<file path="config.mk">
export PLATFORM = sky130hd
export DESIGN_NAME = ifu_iexec_issue_flat
export DESIGN_NICKNAME = d
export VERILOG_FILES = /design/src/rtl/ifu_iexec_issue_if.sv /design/src/rtl/ifu_iexec_issue.sv /design/src/flat_wrapper.sv
export SDC_FILE = /design/constraint.sdc
export NUM_CORES = 1
export LEC_CHECK = 0
export CAP_MARGIN = 25
export CORE_UTILIZATION = 46
export CTS_BUF_LIST = sky130_fd_sc_hd__clkbuf_4 sky130_fd_sc_hd__clkbuf_8
export DETAILED_ROUTE_END_ITERATION = 8
export HOLD_SLACK_MARGIN = 0.02
export PLACE_DENSITY = 0.87
export REMOVE_ABC_BUFFERS = 1
export SLEW_MARGIN = 0
export SYNTH_ARGS = -nofsm -noshare
export SYNTH_HDL_FRONTEND = slang
export SYNTH_SLANG_ARGS = --single-unit
</file>
<file path="constraint.sdc">
create_clock -name clk -period 3.03 [get_ports clk]
set_clock_uncertainty 0.2 [all_clocks]
set_input_delay 0.4545 -clock clk [delete_from_list [all_inputs] [get_ports clk]]
set_output_delay 0.4545 -clock clk [all_outputs]
set_load 0.02 [all_outputs]
</file>
<file path="src/rtl/ifu_iexec_issue_if.sv">
// Fetch-side and iexec-side handshake bundle for the instruction issue buffer.
// The issue buffer is the master of the iexec request and the sink of fetch.
interface ifu_iexec_issue_if;
  logic        fetch_vld;
  logic        fetch_rdy;
  logic [31:0] fetch_pc;
  logic [31:0] fetch_ir;
  logic        iexec_req_vld;
  logic        iexec_req_rdy;
  logic [31:0] iexec_req_pc;
  logic [31:0] iexec_req_ir;
  logic        opc_lui;
  logic        opc_auipc;
  logic        opc_alu_imm;
  logic        opc_ill;

  modport master (
    input  fetch_vld, fetch_pc, fetch_ir, iexec_req_rdy,
    output fetch_rdy, iexec_req_vld, iexec_req_pc, iexec_req_ir,
           opc_lui, opc_auipc, opc_alu_imm, opc_ill
  );

  modport slave (
    output fetch_vld, fetch_pc, fetch_ir, iexec_req_rdy,
    input  fetch_rdy, iexec_req_vld, iexec_req_pc, iexec_req_ir,
           opc_lui, opc_auipc, opc_alu_imm, opc_ill
  );
endinterface

</file>
<file path="src/rtl/ifu_iexec_issue.sv">
// Instruction issue buffer: small FIFO of {pc, ir, predecoded opcode class}
// presenting the head entry to the EXU as a valid/ready request.
module ifu_iexec_issue #(
  parameter int          DEPTH  = 2,
  parameter logic [31:0] PC_RST = 32'h0000_0000
) (
  input  logic                       clk,
  input  logic                       rst_n,
  ifu_iexec_issue_if.master          bus,
  input  logic                       flush,
  output logic [$clog2(DEPTH):0]     occupancy
);
  localparam int AW = $clog2(DEPTH);
  localparam int PW = AW + 1;

  logic [PW-1:0] wr_ptr, rd_ptr;
  logic [31:0]   pc_mem  [DEPTH];
  logic [31:0]   ir_mem  [DEPTH];
  logic [3:0]    opc_mem [DEPTH];
  logic          empty, full, enq, deq;
  logic [AW-1:0] wr_idx, rd_idx;
  logic [3:0]    head_opc;

  // Opcode class bits: [0] lui, [1] auipc, [2] alu_imm, [3] illegal.
  function automatic logic [3:0] decode_opc(input logic [31:0] ir);
    logic [3:0] o;
    o = '0;
    if (ir[1:0] != 2'b11) begin
      o[3] = 1'b1;
    end else begin
      case (ir[6:0])
        7'b0110111: o[0] = 1'b1;
        7'b0010111: o[1] = 1'b1;
        7'b0010011: o[2] = 1'b1;
        default:    o[3] = 1'b1;
      endcase
    end
    return o;
  endfunction

  assign wr_idx    = wr_ptr[AW-1:0];
  assign rd_idx    = rd_ptr[AW-1:0];
  assign empty     = (wr_ptr == rd_ptr);
  assign full      = (wr_idx == rd_idx) && (wr_ptr[AW] != rd_ptr[AW]);
  assign occupancy = wr_ptr - rd_ptr;

  // Ready is a function of state, flush and reset only; never of fetch_vld.
  assign bus.fetch_rdy = rst_n && !full && !flush;
  assign enq           = bus.fetch_vld && bus.fetch_rdy;
  assign bus.iexec_req_vld = !empty;
  assign deq           = bus.iexec_req_vld && bus.iexec_req_rdy;

  always_ff @(posedge clk or negedge rst_n) begin
    if (!rst_n) begin
      wr_ptr <= '0;
      rd_ptr <= '0;
    end else if (flush) begin
      wr_ptr <= '0;
      rd_ptr <= '0;
    end else begin
      if (enq) wr_ptr <= wr_ptr + PW'(1);
      if (deq) rd_ptr <= rd_ptr + PW'(1);
    end
  end

  // Storage is data only and intentionally left unreset.
  always_ff @(posedge clk) begin
    if (enq) begin
      pc_mem[wr_idx]  <= bus.fetch_pc;
      ir_mem[wr_idx]  <= bus.fetch_ir;
      opc_mem[wr_idx] <= decode_opc(bus.fetch_ir);
    end
  end

  assign head_opc         = empty ? 4'b0000 : opc_mem[rd_idx];
  assign bus.iexec_req_pc = empty ? PC_RST : pc_mem[rd_idx];
  assign bus.iexec_req_ir = empty ? 32'h0000_0013 : ir_mem[rd_idx];
  assign bus.opc_lui      = head_opc[0];
  assign bus.opc_auipc    = head_opc[1];
  assign bus.opc_alu_imm  = head_opc[2];
  assign bus.opc_ill      = head_opc[3];

  a_no_enq_full: assert property (@(posedge clk) disable iff (!rst_n) !(enq && full));
  a_no_deq_empty: assert property (@(posedge clk) disable iff (!rst_n) !(deq && empty));
  a_occ_bound: assert property (@(posedge clk) disable iff (!rst_n) occupancy <= PW'(DEPTH));
endmodule

</file>
<file path="src/flat_wrapper.sv">
// flat-port wrapper written by rule: the top's interface ports become plain ports
module ifu_iexec_issue_flat 
#(
  parameter int          DEPTH  = 2,
  parameter logic [31:0] PC_RST = 32'h0000_0000
)
  (clk, rst_n, flush, occupancy, bus_fetch_vld, bus_fetch_pc, bus_fetch_ir, bus_iexec_req_rdy, bus_fetch_rdy, bus_iexec_req_vld, bus_iexec_req_pc, bus_iexec_req_ir, bus_opc_lui, bus_opc_auipc, bus_opc_alu_imm, bus_opc_ill);
  ifu_iexec_issue_if bus_i ();
  input  logic clk;
  input  logic rst_n;
  input  logic flush;
  output logic [$clog2(DEPTH):0] occupancy;
  input wire logic [$bits(bus_i.fetch_vld)-1:0] bus_fetch_vld;
  input wire logic [$bits(bus_i.fetch_pc)-1:0] bus_fetch_pc;
  input wire logic [$bits(bus_i.fetch_ir)-1:0] bus_fetch_ir;
  input wire logic [$bits(bus_i.iexec_req_rdy)-1:0] bus_iexec_req_rdy;
  output wire logic [$bits(bus_i.fetch_rdy)-1:0] bus_fetch_rdy;
  output wire logic [$bits(bus_i.iexec_req_vld)-1:0] bus_iexec_req_vld;
  output wire logic [$bits(bus_i.iexec_req_pc)-1:0] bus_iexec_req_pc;
  output wire logic [$bits(bus_i.iexec_req_ir)-1:0] bus_iexec_req_ir;
  output wire logic [$bits(bus_i.opc_lui)-1:0] bus_opc_lui;
  output wire logic [$bits(bus_i.opc_auipc)-1:0] bus_opc_auipc;
  output wire logic [$bits(bus_i.opc_alu_imm)-1:0] bus_opc_alu_imm;
  output wire logic [$bits(bus_i.opc_ill)-1:0] bus_opc_ill;
  assign bus_i.fetch_vld = bus_fetch_vld;
  assign bus_i.fetch_pc = bus_fetch_pc;
  assign bus_i.fetch_ir = bus_fetch_ir;
  assign bus_i.iexec_req_rdy = bus_iexec_req_rdy;
  assign bus_fetch_rdy = bus_i.fetch_rdy;
  assign bus_iexec_req_vld = bus_i.iexec_req_vld;
  assign bus_iexec_req_pc = bus_i.iexec_req_pc;
  assign bus_iexec_req_ir = bus_i.iexec_req_ir;
  assign bus_opc_lui = bus_i.opc_lui;
  assign bus_opc_auipc = bus_i.opc_auipc;
  assign bus_opc_alu_imm = bus_i.opc_alu_imm;
  assign bus_opc_ill = bus_i.opc_ill;
  ifu_iexec_issue #(.DEPTH(DEPTH), .PC_RST(PC_RST)) u_core (.clk(clk), .rst_n(rst_n), .bus(bus_i), .flush(flush), .occupancy(occupancy));
endmodule
</file>
# Word level (Yosys, flattened, before mapping)
# Memories as Yosys holds them, arrays and structs flattened.
# Cells that the tools add are included.
[totals]
register_bits = 4
ramBits = 136
inputBits = 69
output_inout_bits = 72
elab_cells = 43
n_memories = 3
[memory_table]
columns = ["memory", "words", "width", "read_ports", "rd_clocked_by_memory_dff", "write_ports", "line", "source"]
rows = [
  ["u_core.ir_mem", 2, 32, 1, 0, 1, "ifu_iexec_issue.sv:18", "logic [31:0] ir_mem [DEPTH];"],
  ["u_core.pc_mem", 2, 32, 1, 0, 1, "ifu_iexec_issue.sv:17", "logic [31:0] pc_mem [DEPTH];"],
  ["u_core.opc_mem", 2, 4, 1, 0, 1, "ifu_iexec_issue.sv:19", "logic [3:0] opc_mem [DEPTH];"],
]
[classes]
add_sub_neg = 3
n_eq_ne = 7
mux = 17
n_reduce_logical = 11
[ops]
columns = ["op", "count"]
rows = [
  ["32-bit two-way mux", 2],
  ["7-bit by 5-bit == test with 1-bit output (second input constant)", 2],
  ["1-bit two-way mux", 8],
  ["2-bit two-way mux", 4],
  ["7-bit by 6-bit == test with 1-bit output (second input constant)", 1],
  ["3-bit two-way mux", 2],
  ["1-bit logical AND", 5],
  ["2-bit by 1-bit adder with 2-bit output (second input constant)", 2],
  ["4-bit two-way mux", 1],
  ["2-bit nonzero test", 2],
  ["1-bit zero test", 3],
  ["3-bit OR reduction", 1],
  ["2-bit == test", 1],
  ["2-bit != test (second input constant)", 1],
  ["2-bit subtractor", 1],
  ["1-bit == test", 1],
  ["1-bit != test", 1],
]

# Depth between registers and ports, before layout
# Gate-level depths: netlist (run 1).
[logic_depth]
depth_word = 8
depth_mapped = 7
ltp_nobuf = 6

# Worst setup path after synthesis (run 1)
# No wires, ideal clock.
[synth_timing]
path_type = "reg2reg"
startpoint = "reg u_core.wr_ptr[0]"
endpoint = "mem u_core.ir_mem[1][0], enable pin"
setup_ns = 0.434
arrival_time_ns = 2.650
t_required_ns = 2.396
setup_slack_ns = -0.254
stages_incl_launch_ff = 5
n_path_buf = 0
synth_period_minus_slack_ns = 3.284
path_cell_list = "dfrtp_1 > inv_1 > ha_1 > a21oi_1 > and3_1"
[synth_between]
elab_chain_cells = 8
[synth_rtl]
columns = ["item", "line", "source"]
rows = [
  ["start, declared", "ifu_iexec_issue.sv:16", "logic [PW-1:0] wr_ptr, rd_ptr;"],
  ["start signal, assigned", "ifu_iexec_issue.sv:61", "if (enq) wr_ptr <= wr_ptr + PW'(1);"],
  ["1-bit == test", "ifu_iexec_issue.sv:44", "assign full = (wr_idx == rd_idx) && (wr_ptr[AW] != rd_ptr[AW]);"],
  ["1-bit logical AND", "ifu_iexec_issue.sv:44", ""],
  ["1-bit zero test", "ifu_iexec_issue.sv:48", "assign bus.fetch_rdy = rst_n && !full && !flush;"],
  ["1-bit logical AND (2 in series)", "ifu_iexec_issue.sv:48", ""],
  ["1-bit logical AND", "ifu_iexec_issue.sv:49", "assign enq = bus.fetch_vld && bus.fetch_rdy;"],
  ["1-bit two-way mux", "ifu_iexec_issue.sv:68", "if (enq) begin"],
  ["1-bit two-way mux (not written as such)", "ifu_iexec_issue.sv:70", "ir_mem[wr_idx] <= bus.fetch_ir;"],
  ["end, declared", "ifu_iexec_issue.sv:18", ""],
]
# Parallel ways exist; a longest one is shown, timed or not.

# Worst setup path after layout (run 1)
[layout_timing]
startpoint = "reg u_core.wr_ptr[0]"
endpoint = "out bus_iexec_req_pc[7]"
[layout_between]
elab_chain_cells = 2
[layout_rtl]
columns = ["item", "line", "source"]
rows = [
  ["2-bit == test", "ifu_iexec_issue.sv:43", "assign empty = (wr_ptr == rd_ptr);"],
  ["32-bit two-way mux", "ifu_iexec_issue.sv:76", "assign bus.iexec_req_pc = empty ? PC_RST : pc_mem[rd_idx];"],
  ["end, declared", "flat_wrapper.sv:19", "output wire logic [$bits(bus_i.iexec_req_pc)-1:0] bus_iexec_req_pc;"],
]
# No other way between the ends.

==> flow_summary_export.csv, run 1 <==
group,metric,value,unit
run_status,status,"complete, but fails checks",
run_status,violations,"design-rule violations",
placement,port_buffers,140,
sta,worst_pin_slew,0.520,ns
clock_network,clk_pin_slew,0.07,ns
pwr,p_leak,0.00277,µW
floorplanning,coreArea,0.0115,mm²
cells_and_area,post-route-util,64.4,%
min_path,hold_class,"input port to async pin",
synth,synthXorXnorAreaFrac,0.481,%
sta,finalSetupTns,0,ns
synth,synthDistinctLibCells,25,
clock_network,clk_latency,0.42,ns
clock_network,cts_tree,"done",
clock_network,clk_path_buf_depth,2,
critical_path,r2r_start,"u_core.wr_ptr[0]",
clock_network,htree_levels,4,
pwr,p_per_area,776,mW/mm²
critical_path,cp.arrival,2.15,ns
job,cap_violations,0,
critical_path,crit_family,"buffers and inverters",
clock_network,ctsResizeCount,77,
cells_and_area,diodes,0,
critical_path,required,2.38,ns
global_route,track_usage,18.1,%
floorplanning,dieArea,0.0123,mm²
placement,dp_cells,604,
sta,timing.final.hold_violations,0,
sta,fmax,357,MHz
drt,via_count,3265,
floorplanning,die_w,111,µm
drt,vias_per_cell,5.13,
critical_path,crit_fanout,39,
cells_and_area,area_delta_synth_final,35.6,%
synth,yosys.cell_count.top_type,"edfxtp_1",
drt,wirelength,10.5,mm
sta,max_slew_margin,65.4,%
clock_network,cts_sinks,140,
cells_and_area,drive_above_1_share,8.92,%
clock_network,cts_setup_buffers,0,
synth,synth_top_area_share,74.7,%
synth,syn_avg_cell_area,16.6,µm²
clock_network,holdBufCountCts,0,
sta,fin_crit,2.80,ns
synth,synthTopCellsByCount,"136 x edfxtp_1, 70 x mux2i_1, 69 x nor2_1, 10 x buf_2",
cells_and_area,nets,550,
pwr,irDropWorstVdd,0.458,mV
placement,hpwlAfterDp,6.96,mm
sta,rsz0062_at_grt,"false",
synth,ys_warn_count,0,
global_route,antenna_found_initial,0,
critical_path,crit_type,"flip-flop to output port",
synth,async_reset_ff_share,2.86,%
cells_and_area,fill_cells,843,
drt,postRouteAntennaNets,0,
global_route,grt_max_degree,73,
synth,synth-seq-cells,140,
sta,setup_slack,0.228,ns
synth,synthTopCellsByArea,"edfxtp_1 75%, mux2i_1 13%, nor2_1 4.7%, dfrtp_1 1.8%, buf_6 1.0%",
critical_path,r2r_slack,0.79,ns
synth,yosys_most_used_dff,"edfxtp_1",
synth,synth_top_family_by_area,"multiplexers",
critical_path,rr_endpoint,"u_core.ir_mem[0][18]",
placement,gp_congestion,0.751,
drt,drt_pass1_iterations,6,
sta,slew_viol_final,0,
synth,synthSimpleGateAreaFrac,6.86,%
synth,synth-edff-count,136,
clock_network,cts_root_buffer,"clkbuf_8",
critical_path,crit_buf_inv,4,
synth,yosysTopAreaCell,"edfxtp_1",
drt,drc,18,
cells_and_area,stdcell_count,636,
synth,synthAdderAreaFrac,0.229,%
global_route,grt_overflow,0,
floorplanning,die_h,111,µm
synth,yosysSeqAreaShare,76.5,%
critical_path,end_kind,"output port",
clock_network,numCtsBuffers,17,
drt,drt_iter0_drc,192,
synth,synthMuxAreaShare,12.8,%
critical_path,slowest_stage,"dfrtp_1",
critical_path,worstPathCellList,"inv_1 > ha_4 > inv_2 > nor2_4 > buf_12 > nor2_1 > dlygate4sd2_1",
floorplanning,top_level_ports,141,
critical_path,ff2ff_path_depth,5,
floorplanning,start_util,47.5,%
critical_path,slowest_delay,0.39,ns
synth,syn_inst,329,
global_route,grt_pass1_vias,3470,
synth,synth_compound_area_share,0.870,%
drt,wl_per_cell,16.5,µm
synth,synthesis.area,0.00547,mm²
floorplanning,rows,39,
sta,setup_viol,0,
sta,finalCritPeriodShare,92.5,%
critical_path,start_kind,"flip-flop",
placement,place_ws,0.0868,ns
global_route,grt_pass1_wl,16.8,mm
[per-stage QoR]
stage | hold slack (ns) | total power [µW] | instance area [µm²]
2_1_floorplan | -0.0411 | 3560 | 5360
3_3_place_gp | 0.394 | 4510 | 7080
3_5_place_dp | 0.435 | 4540 | 7080
4_1_cts | 0.0597 | 5800 | 7410
5_1_grt | 0.0688 | 6020 | 7410
6_report | 0.0905 | 5750 | 7410
[cell families (layout without fill, tap and decap cells)]
family / count (synthesis) / after routing
mux: 70 / 70
buf+inv: 19 / 183
flops: 140 / 140
fa+ha+maj: 1 / 1
xor+xnor: 3 / 3
compound gates: 7 / 7
simple gates: 89 / 89
[power breakdown]
group          switching [µW]  internal [µW]
registers                24.1           2190
clock network             623            832
logic                    1240            844
[area by class of cell]
| type | count | area [µm²] | share of cell area (%) |
|---|---|---|---|
| Clock buffer | 21 | 264 | 3.56 |
| Multi-Input combinational cell | 170 | 1200 | 16.1 |
| Clock inverter | 11 | 125 | 1.69 |
| Inverter | 4 | 15.0 | 0.203 |
| Tap cell | 143 | 179 | 2.41 |
| Sequential cell | 140 | 4190 | 56.5 |
| Timing Repair Buffer | 147 | 1450 | 19.5 |
[worst reg2reg max path: cells and delay by family, from the launching register on]
| family | cells | cell delay (ns) |
|---|---|---|
| flip-flops | 1 | 0.41 |
| AO/OA/AOI/OAI | 1 | 0.19 |
| adder cells (fa/ha/maj) | 1 | 0.25 |
| buffers and inverters | 2 | 0.42 |
| AND/OR/NAND/NOR | 1 | 0.47 |
[layer usage]
metal	routed length [µm]	vias up	share of wire, %	GRT usage, %
li1	-	1528	-	-
met1	4140	1600	39	20.1
met2	5520	118	52	31.5
met3	682	19	6.5	5.80
met4	182	0	1.7	8.47
met5	0	-	0	0
[how the worst max path moves through the flow]
stage	depth (start not counted)	from	end
final	7	u_core.wr_ptr[0]	bus_iexec_req_pc[7]
after global routing	7	u_core.wr_ptr[0]	bus_iexec_req_ir[15]
after CTS	5	u_core.wr_ptr[0]	bus_fetch_rdy
after detailed placement	7	u_core.rd_ptr[0]	bus_iexec_req_ir[4]
after global placement	7	u_core.rd_ptr[0]	bus_iexec_req_ir[1]
after floorplan	5	u_core.rd_ptr[0]	bus_iexec_req_ir[0]
[placed cells by master, fill, tap and decap left out, types with 2 or more instances in the layout]
cell,n
and2_1,2
and3_1,2
and3_4,2
buf_12,7
bufinv_16,3
clkbuf_2,3
clkbuf_4,4
clkbuf_8,17
clkdlybuf4s50_1,70
clkinv_1,6
dfrtp_1,3
dlygate4sd2_1,66
edfxtp_1,136
inv_1,3
mux2i_1,70
nand2_1,5
nand3_1,3
nand4b_1,2
nor2_1,68
xnor2_1,2
[sequential cells by signal, indices dropped and copies added (netlist names)]
register        cells
u_core.wr_ptr       2
u_core.ir_mem      64
u_core.rd_ptr       2
u_core.pc_mem      64
u_core.opc_mem      8
No activity file was read; power rests on OpenSTA's default activity.
==> run 2, diff against run 1 <==
--- a/config.mk
+++ b/config.mk
@@ -6,12 +6,14 @@
 export NUM_CORES = 1
 export LEC_CHECK = 0
 export CAP_MARGIN = 25
-export CORE_UTILIZATION = 46
+export CORE_UTILIZATION = 59
 export CTS_BUF_LIST = sky130_fd_sc_hd__clkbuf_4 sky130_fd_sc_hd__clkbuf_8
 export DETAILED_ROUTE_END_ITERATION = 8
+export DONT_BUFFER_PORTS = 1
 export HOLD_SLACK_MARGIN = 0.02
-export PLACE_DENSITY = 0.87
+export PLACE_DENSITY = 0.86
 export REMOVE_ABC_BUFFERS = 1
+export SKIP_CTS_REPAIR_TIMING = 1
 export SLEW_MARGIN = 0
 export SYNTH_ARGS = -nofsm -noshare
 export SYNTH_HDL_FRONTEND = slang
==> run 2 against run 1 <==
The flow still finishes with violations (design-rule violations). Global-route usage rose by 0.82 points. Utilization up 11 points. Sequential share of layout area up 5.9 points. Die area shrank 22%. Final area fell by 9.5%. Via count decreased by 8.4%. Register-to-register slack got worse by 0.07 ns. Flip-flop and latch count stayed put. Count of clock-buffer cells in the layout down 3. First-iteration DRC count fell by 26%. Worst hold slack worse by 0.016 ns. Critical path type unchanged.
==> flow_summary_export.csv, run 2 (synthesized netlist as in run 1, its figures left out) <==
group,metric,value,unit
placement,place_area,0.00561,mm²
pwr,p_leak,0.00227,µW
drt,via_count,2992,
job,cap_violations,0,
drt,drc,9,
drt,wl_per_cell,19.2,µm
floorplanning,rows,34,
clock_network,cts_root_buffer,"clkbuf_8",
critical_path,start_kind,"flip-flop",
cells_and_area,nets,478,
drt,wirelength,10.2,mm
floorplanning,die_w,98.3,µm
cells_and_area,final_cell_mix,"136 x edfxtp_1, 70 x mux2i_1, 67 x nor2_1, 67 x dlygate4sd3_1, 17 x clkbuf_8",
clock_network,numCtsBuffers,17,
cells_and_area,diodes,0,
cells_and_area,area_delta_synth_final,22.7,%
cells_and_area,multi_input_area,0.00117,mm²
clock_network,htree_levels,4,
global_route,grt_max_degree,73,
cells_and_area,reg_top3,"u_core.ir_mem: 64 flops, u_core.pc_mem: 64 flops, u_core.opc_mem: 8 flops",
cells_and_area,drive_above_1_share,10.9,%
floorplanning,dieArea,0.00966,mm²
cells_and_area,regArea,0.00419,mm²
sta,setup_viol,0,
floorplanning,die_h,98.3,µm
sta,worst_pin_slew,0.517,ns
clock_network,clk_latency,0.41,ns
drt,drt_iter0_drc,143,
pwr,power.total,5370,µW
global_route,grt_pass1_wl,13.3,mm
run_status,violations,"design-rule violations",
cells_and_area,final_area,0.00671,mm²
cells_and_area,fill_cells,488,
sta,timing.final.hold_violations,0,
global_route,track_usage,18.9,%
sta,max_slew_margin,65.3,%
run_status,status,"complete, but fails checks",
clock_network,clk_pin_slew,0.08,ns
critical_path,crit_type,"flip-flop to output port",
floorplanning,top_level_ports,141,
sta,finalCritPeriodShare,94.9,%
drt,vias_per_cell,5.66,
floorplanning,start_util,61.8,%
critical_path,end_kind,"output port",
clock_network,cts_tree,"done",
placement,gp_congestion,0.744,
critical_path,cp.arrival,2.22,ns
drt,postRouteAntennaNets,0,
sta,fmax,348,MHz
sta,fin_crit,2.88,ns
clock_network,cts_sinks,140,
min_path,hold_class,"input port to flip-flop",
global_route,grt_overflow,0,
critical_path,required,2.38,ns
sta,slew_viol_final,0,
pwr,irDropWorstVdd,0.498,mV
floorplanning,coreArea,0.00885,mm²
placement,hpwlAfterDp,5.73,mm
placement,port_buffers,0,
global_route,antenna_found_initial,0,
critical_path,crit_fanout,37,
clock_network,clk_path_buf_depth,2,
cells_and_area,layout_commonest_cell,"edfxtp_1",
pwr,p_per_area,800,mW/mm²
global_route,grt_pass1_vias,2711,
drt,drt_pass1_iterations,7,
## run 2: cell count changes in the layout (fill, tap and decap cells not counted), moves of 4 or more
cell,change
dlygate4sd2_1,-66
clkinv_1,-5
buf_4,+4
clkdlybuf4s50_1,-70
buf_12,-4
inv_6,+5
dlygate4sd3_1,+67
## run 2: metrics by stage
step	setup WS [ns]	TNS (ns)	cells	util [%]	hold WS (ns)
global route	-0.0124	-0.0150	529	75.8	0.0535
detailed placement	0.484	0	430	63.4	-0.0408
finish	0.154	0	529	75.8	0.0749
floorplan	-3.66	-549.46	314	-	-0.0411
CTS	0.00875	0	462	68.2	-0.508
global placement	0.569	0	430	63.4	-0.0408
## run 2: final cells by class
type | count | area share (%)
Tap cell | 108 | 2.01
Clock buffer | 18 | 3.60
Sequential cell | 140 | 62.4
Inverter | 4 | 0.224
Timing Repair Buffer | 75 | 11.5
Clock inverter | 14 | 2.72
Multi-Input combinational cell | 170 | 17.5
## run 2: routing by layer
metal / GRT usage [%] / up-vias / part of all wire [%]
met2: 32.5 / 144 / 54
met4: 6.20 / 0 / 0.45
li1: - / 1379 / -
met5: 0 / - / 0
met3: 8.80 / 6 / 7.7
met1: 20.8 / 1463 / 38
## run 2: final timing paths
kind | start | endpoint | slack, ns | cells after the start
setup / recovery | u_core.rd_ptr[0] | bus_iexec_req_ir[11] | 0.15 | 5
setup reg to reg | u_core.rd_ptr[0] | u_core.pc_mem[1][21] | 0.72 | 4
min in group asynchronous | rst_n | u_core.rd_ptr[0] | 0.11 | 1
max in group asynchronous | rst_n | u_core.rd_ptr[0] | 2.31 | 1
hold reg to reg | u_core.rd_ptr[1] | u_core.rd_ptr[1] | 0.45 | 2
hold / removal | bus_iexec_req_rdy | u_core.rd_ptr[1] | 0.07 | 3
## run 2: worst max-delay path, cell delays in order, from the launching register on
cell and delay (ns):
dfrtp_4 0.49, ha_1 0.40, inv_2 0.20, nor2_4 0.06
buf_4 0.25, nor2_1 0.37
## run 2: power breakdown
| group | switching [µW] | internal [µW] | leakage [µW] |
|---|---|---|---|
| clock | 725 | 844 | 0.000212 |
| combinational | 1140 | 453 | 0.000766 |
| sequential | 22.0 | 2190 | 0.00129 |
| total | 1880 | 3490 | 0.00227 |
